## src/rtl/wieg_regeling.sv

```systemverilog
// Rocking controller: a hill-climbing level search driven by stress-trend flags,
// plus a clk4-paced half-period generator that swings the rocking direction.
module wieg_regeling #(
  parameter int unsigned STAP_GELIJK = 2,
  parameter int unsigned BASIS_HALF  = 16
) (
  input  logic       clk,
  input  logic       reset,
  input  logic       clk4,
  input  logic       clk12,
  input  logic       aan,
  input  logic       gedaald,
  input  logic       gelijk,
  output logic [2:0] niveau,
  output logic       richting,
  output logic       motor,
  output logic [1:0] status
);

  typedef enum logic [1:0] {
    uit    = 2'b00,
    omhoog = 2'b01,
    omlaag = 2'b10,
    houd   = 2'b11
  } state_t;

  state_t     state_r;
  logic [2:0] gcnt_r;
  logic [4:0] hcnt_r;
  logic [4:0] half_s;
  logic [4:0] half_last_s;
  logic [2:0] gcnt_inc_s;
  logic       step_s;

  assign status = state_r;

  // Half-period from the current (pre-update) level and gelijk-threshold detection
  always_comb begin
    half_s      = 5'(BASIS_HALF) - {1'b0, niveau, 1'b0};
    half_last_s = half_s - 5'd1;
    gcnt_inc_s  = gcnt_r + 3'd1;
    step_s      = (gcnt_inc_s == 3'(STAP_GELIJK));
  end

  // Level search FSM, gelijk counter and direction generator
  always_ff @(posedge clk or negedge reset) begin
    if (!reset) begin
      state_r  <= uit;
      niveau   <= 3'd0;
      gcnt_r   <= 3'd0;
      hcnt_r   <= 5'd0;
      richting <= 1'b0;
      motor    <= 1'b0;
    end else if (!aan) begin
      state_r  <= uit;
      niveau   <= 3'd0;
      gcnt_r   <= 3'd0;
      hcnt_r   <= 5'd0;
      richting <= 1'b0;
      motor    <= 1'b0;
    end else if (state_r == uit) begin
      state_r  <= omhoog;
      niveau   <= 3'd1;
      gcnt_r   <= 3'd0;
      hcnt_r   <= 5'd0;
      richting <= 1'b0;
      motor    <= 1'b1;
    end else begin
      motor <= 1'b1;
      if (clk4) begin
        // a counter already past a freshly shortened period wraps here
        if (hcnt_r >= half_last_s) begin
          hcnt_r   <= 5'd0;
          richting <= ~richting;
        end else begin
          hcnt_r <= hcnt_r + 5'd1;
        end
      end
      if (clk12) begin
        if (gedaald) begin
          state_r <= houd;
          gcnt_r  <= 3'd0;
        end else if (gelijk) begin
          if (step_s) begin
            gcnt_r <= 3'd0;
            case (state_r)
              omhoog: begin
                if (niveau == 3'd7) state_r <= omlaag;
                else                niveau  <= niveau + 3'd1;
              end
              omlaag: begin
                if (niveau == 3'd1) state_r <= omhoog;
                else                niveau  <= niveau - 3'd1;
              end
              default: state_r <= state_r;
            endcase
          end else begin
            gcnt_r <= gcnt_inc_s;
          end
        end else begin
          // stress rose: reverse the search direction
          gcnt_r <= 3'd0;
          case (state_r)
            omhoog: begin
              state_r <= omlaag;
              niveau  <= (niveau > 3'd1) ? niveau - 3'd1 : 3'd1;
            end
            default: begin
              state_r <= omhoog;
              niveau  <= (niveau < 3'd7) ? niveau + 3'd1 : 3'd7;
            end
          endcase
        end
      end
    end
  end

endmodule

```

## config.mk

```make
export PLATFORM = sky130hd
export DESIGN_NAME = wieg_regeling
export DESIGN_NICKNAME = d
export VERILOG_FILES = /design/src/rtl/wieg_regeling.sv
export SDC_FILE = /design/constraint.sdc
export NUM_CORES = 1
export LEC_CHECK = 0
export BUFFER_PORTS_ARGS = -buffer_cell sky130_fd_sc_hd__buf_2
export CAP_MARGIN = 0
export CORE_MARGIN = 2
export CORE_UTILIZATION = 40
export CTS_BUF_LIST = sky130_fd_sc_hd__clkbuf_4
export CTS_CLUSTER_DIAMETER = 60
export DETAILED_ROUTE_END_ITERATION = 10
export SYNTH_ARGS = -nofsm -noshare
export SYNTH_HDL_FRONTEND = slang
export SYNTH_SLANG_ARGS = --single-unit
```

## constraint.sdc

```tcl
create_clock -name clk -period 5.6 [get_ports clk]
set_clock_uncertainty 0.05 [all_clocks]
set_input_delay 0.28 -clock clk [delete_from_list [all_inputs] [get_ports clk]]
set_output_delay 0.28 -clock clk [all_outputs]
set_load 0.02 [all_outputs]
```

---- Word-level counts from Yosys, hierarchy flattened ----
Cells that the tools add are included.
word-level totals
  input bits .............................. 7
  logic and storage cells ................. 74
  flip-flop bits (word level) ............. 15
cells by class
  mux-type cells .......................... 37
  magnitude comparators ................... 3
  equal/unequal tests ..................... 17
  add/sub/neg operators ................... 6
  reductions and logical operators ........ 4
  bitwise operators ....................... 1
operators with widths
  cell                                                                             count
  3-bit 2-to-1 mux                                                                 17
  5-bit 2-to-1 mux                                                                 4
  2-bit 2-to-1 mux                                                                 9
  6-bit inequality test, second input constant                                     2
  5-bit inequality test, second input constant                                     2
  3-bit by 2-bit inequality test with 1-bit output, second input constant          3
  3-bit by 1-bit adder with 3-bit output, second input constant                    2
  6-bit by 3-bit inequality test with 1-bit output, second input constant          1
  3-bit case mux with 2 select lines                                               1
  6-bit AND reduction                                                              1
  5-bit by 1-bit adder with 5-bit output, second input constant                    1
  5-bit greater-or-equal comparator                                                1
  1-bit 2-to-1 mux                                                                 5
  5-bit by 2-bit inequality test with 1-bit output, second input constant          1
  5-bit by 3-bit inequality test with 1-bit output, second input constant          1
  5-bit AND reduction                                                              1
  5-bit by 1-bit subtractor with 5-bit output, second input constant               1
  5-bit by 4-bit subtractor with 5-bit output, first input constant                1
  4-bit by 2-bit inequality test with 1-bit output, second input constant          1
  2-bit case mux with 2 select lines                                               1
  3-bit by 1-bit == test with 1-bit output, second input constant                  1
  3-bit by 2-bit == test with 1-bit output, second input constant                  1
  3-bit == test, second input constant                                             1
  3-bit by 1-bit greater-than comparator with 1-bit output, second input constant  1
  other kinds (8)                                                                  8

---- Longest topological paths before layout ----
  depth after elaboration ................. 9
  gate-level depth with buffers ........... 8
  depth with buffers taken out ............ 7

---- Worst setup path after synthesis ----
Ideal clock, no wire load.
  kind .................................... reg2reg
  start point ............................. register niveau[1]
  end point ............................... register state_r[0] (netlist: status[0])
  stages on the path, launching flop included .. 8
  setup time .............................. 0.126 ns
  clock period less this slack ............ 1.988 ns
  data required time ...................... 5.424 ns
  data arrival time ....................... 1.812 ns
  buffers on the path ..................... 0
  setup slack ............................. 3.612 ns
  path through ............................ dfrtp_1 inv_1 ha_1 nor2b_2 nand2b_1 a32o_2 or4b_1 o311a_1
on the way
  cells in the longest elaborated chain, start to end .. 3
RTL lines
  item                                                                       RTL line  source
  from (decl)                                                                14        output logic [2:0] niveau,
  from (signal assigned)                                                     89        else niveau <= niveau + 3'd1;
  from (signal assigned)                                                     93        else niveau <= niveau - 3'd1;
  from (signal assigned)                                                     106       niveau <= (niveau > 3'd1) ? niveau - 3'd1 : 3'd1;
  3-bit by 1-bit == test with 1-bit output or 3-bit == test (tied branches)  92, 88
  6-bit inequality test (no source line)                                     n/a
  5-bit AND reduction (no source line) (*)                                   n/a
  to (signal assigned)                                                       88        if (niveau == 3'd7) state_r <= omlaag;
  to (signal assigned)                                                       92        if (niveau == 3'd1) state_r <= omhoog;
  to (signal assigned)                                                       95        default: state_r <= state_r;
  to (decl)                                                                  27        state_t state_r;
Mark *: on every way between the ends. The rest lies on a longest branch, timed or not.
A chain may end at the register's enable or synchronous reset.

---- Worst setup path after layout ----
Same ends and word-level chain as after synthesis.

==> impl_metrics.csv <==
group,metric,value,unit
clocking,tritoncts,"yes",
placed_design,io_buffers,13,
timing,postLayoutSetupSlackWorst,3.46,ns
timing,hold_violations,0,
pwr,peakVddDrop,144,uV
clocking,ctsResizeCount,0,
logic_synthesis,yosysTopAreaCellShare,0.348,
clocking,worstSkewPairLatency,0.28,ns
global_route,grt_max_degree,16,
detailed_routing,dr_total_vias,914,
clocking,h-tree-depth,1,
detailed_routing,first_iter_violations,40,
detailed_routing,post-route-drc-count,0,
timing,period_share,0.382,
detailed_routing,final_antenna_net_count,0,
timing,max_freq,468,MHz
clocking,cts_root_buf,"clkbuf_4",
detailed_routing,dr.pass1.iters,4,
pwr,powerDensity,219,nW/um^2
hold_path,min_path_type,"primary input to flop",
global_route,antenna_found_initial,0,
worst_setup_path,critical_path_required,5.72,ns
floorplan,die_w,55.9,microns
job,maxCapViolations,0,
logic_synthesis,syn_avg_cell_area,8.83,sq um
clocking,cts_buffers,3,
pwr,p_leak,0.601,nW
logic_synthesis,postSynthCellCount,122,
floorplan,ios,14,
detailed_routing,avgRoutedWirePerCell,13.7,microns
cells_and_area,layout.cells.non_filler,167,
detailed_routing,drt_wl_total,2290,microns
cells_and_area,area_delta_synth_final,11.6,%
timing,setup_viol,0,
worst_setup_path,worst-path-buf-inv,1,
cells_and_area,final_area,1200,sq um
worst_setup_path,r2r-start,"niveau[1]",
timing,maxSlewViolCount,0,
worst_setup_path,cp_max_fo,7,
floorplan,die_y,55.9,microns
hold_path,hp-start,"aan",
logic_synthesis,synth_nets,142,
worst_setup_path,critPathKind,"flop to flop",
placed_design,gp_congestion,0.800,
clocking,cts.sinks,15,
worst_setup_path,arrival,2.26,ns
worst_setup_path,end_kind,"flop",
cells_and_area,nNetsFinal,158,
logic_synthesis,synthTopCellsByArea,"dfrtp_1 35%, ha_1 15%, nand2_1 4.5%",
logic_synthesis,synth-seq-cells,15,
cells_and_area,diodes,0,
cells_and_area,utilization,0.477,
worst_setup_path,crit_start,"niveau[1]",
logic_synthesis,yosysSeqAreaShare,0.348,
floorplan,initial_utilization,0.427,
timing,tns,0,ns
placed_design,post_dp_cell_area,1160,sq um
floorplan,core_area,2520,sq um
cells_and_area,multi_input_area,651,sq um
logic_synthesis,yosysWarnings,0,
cells_and_area,layout-drive-gt1-share,0.168,
worst_setup_path,cp_top_family,"simple AND/OR/NAND/NOR gates",
worst_setup_path,cp_slowest_cell,"dfrtp_1",
global_route,grt_pass1_vias,892,
global_route,grt_util_all_layers,0.161,
cells_and_area,fill_cells,251,
floorplan,fp.dieArea,3120,sq um
placed_design,dp.cells,162,
placed_design,post-dp-hpwl,1790,microns
timing,min_period,2.14,ns
placed_design,post-place-ws,3.49,ns
clocking,clk_path_buf_depth,2,
detailed_routing,vias_per_cell,5.47,
logic_synthesis,synthesis.area,1080,sq um
timing,rsz0062_at_grt,"false",
worst_setup_path,path_cells,"inv_1, ha_1, nor2b_2, nand2b_1, a32o_2, or4b_1, o311a_1",
run_status,status,"completed",
global_route,grt.overflow.total,0,
floorplan,rows,18,
clocking,clkSlewWorstSetupHoldPaths,0.09,ns
timing,worst_slew_pin_slew,0.473,ns
worst_setup_path,critPathMaxStageDelay,0.47,ns
timing,slew_headroom,0.682,
cells_and_area,register_area,375,sq um
global_route,grt_pass1_wl,4060,microns
worst_setup_path,critPathLaunchType,"flop",
logic_synthesis,synth_cell_types,36,
logic_synthesis,yosysTopAreaCell,"dfrtp_1",
worst paths after layout:
kind / to / slack [ns] / depth (start not counted)
max in group asynchronous: niveau[0] / 4.88 / 2
min: motor / 0.11 / 1
min reg2reg: hcnt_r[4] / 0.46 / 2
max: status[0] / 3.46 / 7
max reg2reg: status[0] / 3.46 / 7
min in group asynchronous: hcnt_r[2] / 0.38 / 2
power by group:
| group | leakage, nW | switching [mW] | internal [mW] |
|---|---|---|---|
| Sequential | 0.201 | 0.00986 | 0.114 |
| Clock | 0.0184 | 0.0340 | 0.0325 |
| Combinational | 0.382 | 0.0434 | 0.0293 |
| Total | 0.601 | 0.0873 | 0.176 |
metrics by stage:
step	total power, mW	hold slack [ns]
after floorplan	0.176	-0.0656
after detailed placement	0.198	0.154
after CTS	0.265	0.101
after global routing	0.282	0.105
after global placement	0.195	0.150
final	0.263	0.111
layout make-up:
class	instances	area share
Clock buffer	4	0.0250
Inverter	9	0.0281
Multi-Input combinational cell	95	0.541
Sequential cell	15	0.312
Tap cell	30	0.0312
Timing Repair Buffer	14	0.0624
cell families after synthesis:
group,after synthesis,share of synthesized area
AOI/OAI and AO/OA,31,0.185
DFF,15,0.348
xor gates and xnor gates,1,0.00813
adders and majority gates,13,0.151
buffers and inverters,12,0.0476
and+or+nand+nor,45,0.211
muxes,5,0.0488
flip-flops by register name, summed over array words and instances, names as in the netlist:
| signal | count |
|---|---|
| status | 2 |
| richting | 1 |
| gcnt_r | 3 |
| niveau | 3 |
| motor | 1 |
| hcnt_r | 5 |
routing by layer:
| layer | part of all wire | wire length (microns) | vias to the layer above | track usage |
|---|---|---|---|---|
| met5 | 0 | 0 | - | 0 |
| met4 | 0.010 | 24 | 0 | 0.0544 |
| met3 | 0.034 | 79 | 4 | 0.0209 |
| met2 | 0.49 | 1120 | 16 | 0.274 |
| met1 | 0.46 | 1070 | 427 | 0.212 |
| li1 | - | - | 467 | - |
synthesized netlist by cell type (all sizes together):
master and instances:
nand2 13, or2b 1, nand3b 1, a211oi 3, a21o 3, o21bai 1
a21oi 8, a32o 1, or4b 1, xnor2 1, nor2b 2, nor4b 1
or2 1, a31oi 1, mux2 2, inv 9, nand4 1, and2 1
buf 3, nand3 2, a22o 1, ha 13, o311a 1, nor2 11
dfrtp 15, nand2b 4, mux2i 3, and2b 1, nor3 5, o21ai 9
o31ai 1, a311oi 2
timing repair:
item                                   4_1_cts  5_1_grt
endpoints found under the hold margin       15        0
hold buffers                                 1        0
buffers inserted                             0        0
cell usage in the layout, fill, tap and decap left out, types with 2 or more instances in the layout:
cell      instances
ha_1             13
a21o_1            3
nor3_1            5
o21ai_0           8
nand2_1          13
clkbuf_4          4
a21oi_1           8
inv_1             9
mux2i_1           3
nor2_1           11
nand3_1           2
a211oi_1          3
a311oi_1          2
buf_2            13
dfrtp_1          15
nand2b_1          4
worst reg2reg max path, stage by stage, from the launching register on:
cell and delay (ns):
dfrtp_1 0.47, inv_1 0.15, ha_1 0.20, nor2b_2 0.21, nand2b_1 0.13, a32o_2 0.21
or4b_1 0.46, o311a_1 0.14
Note: power is estimated with default switching activity, not from simulation.
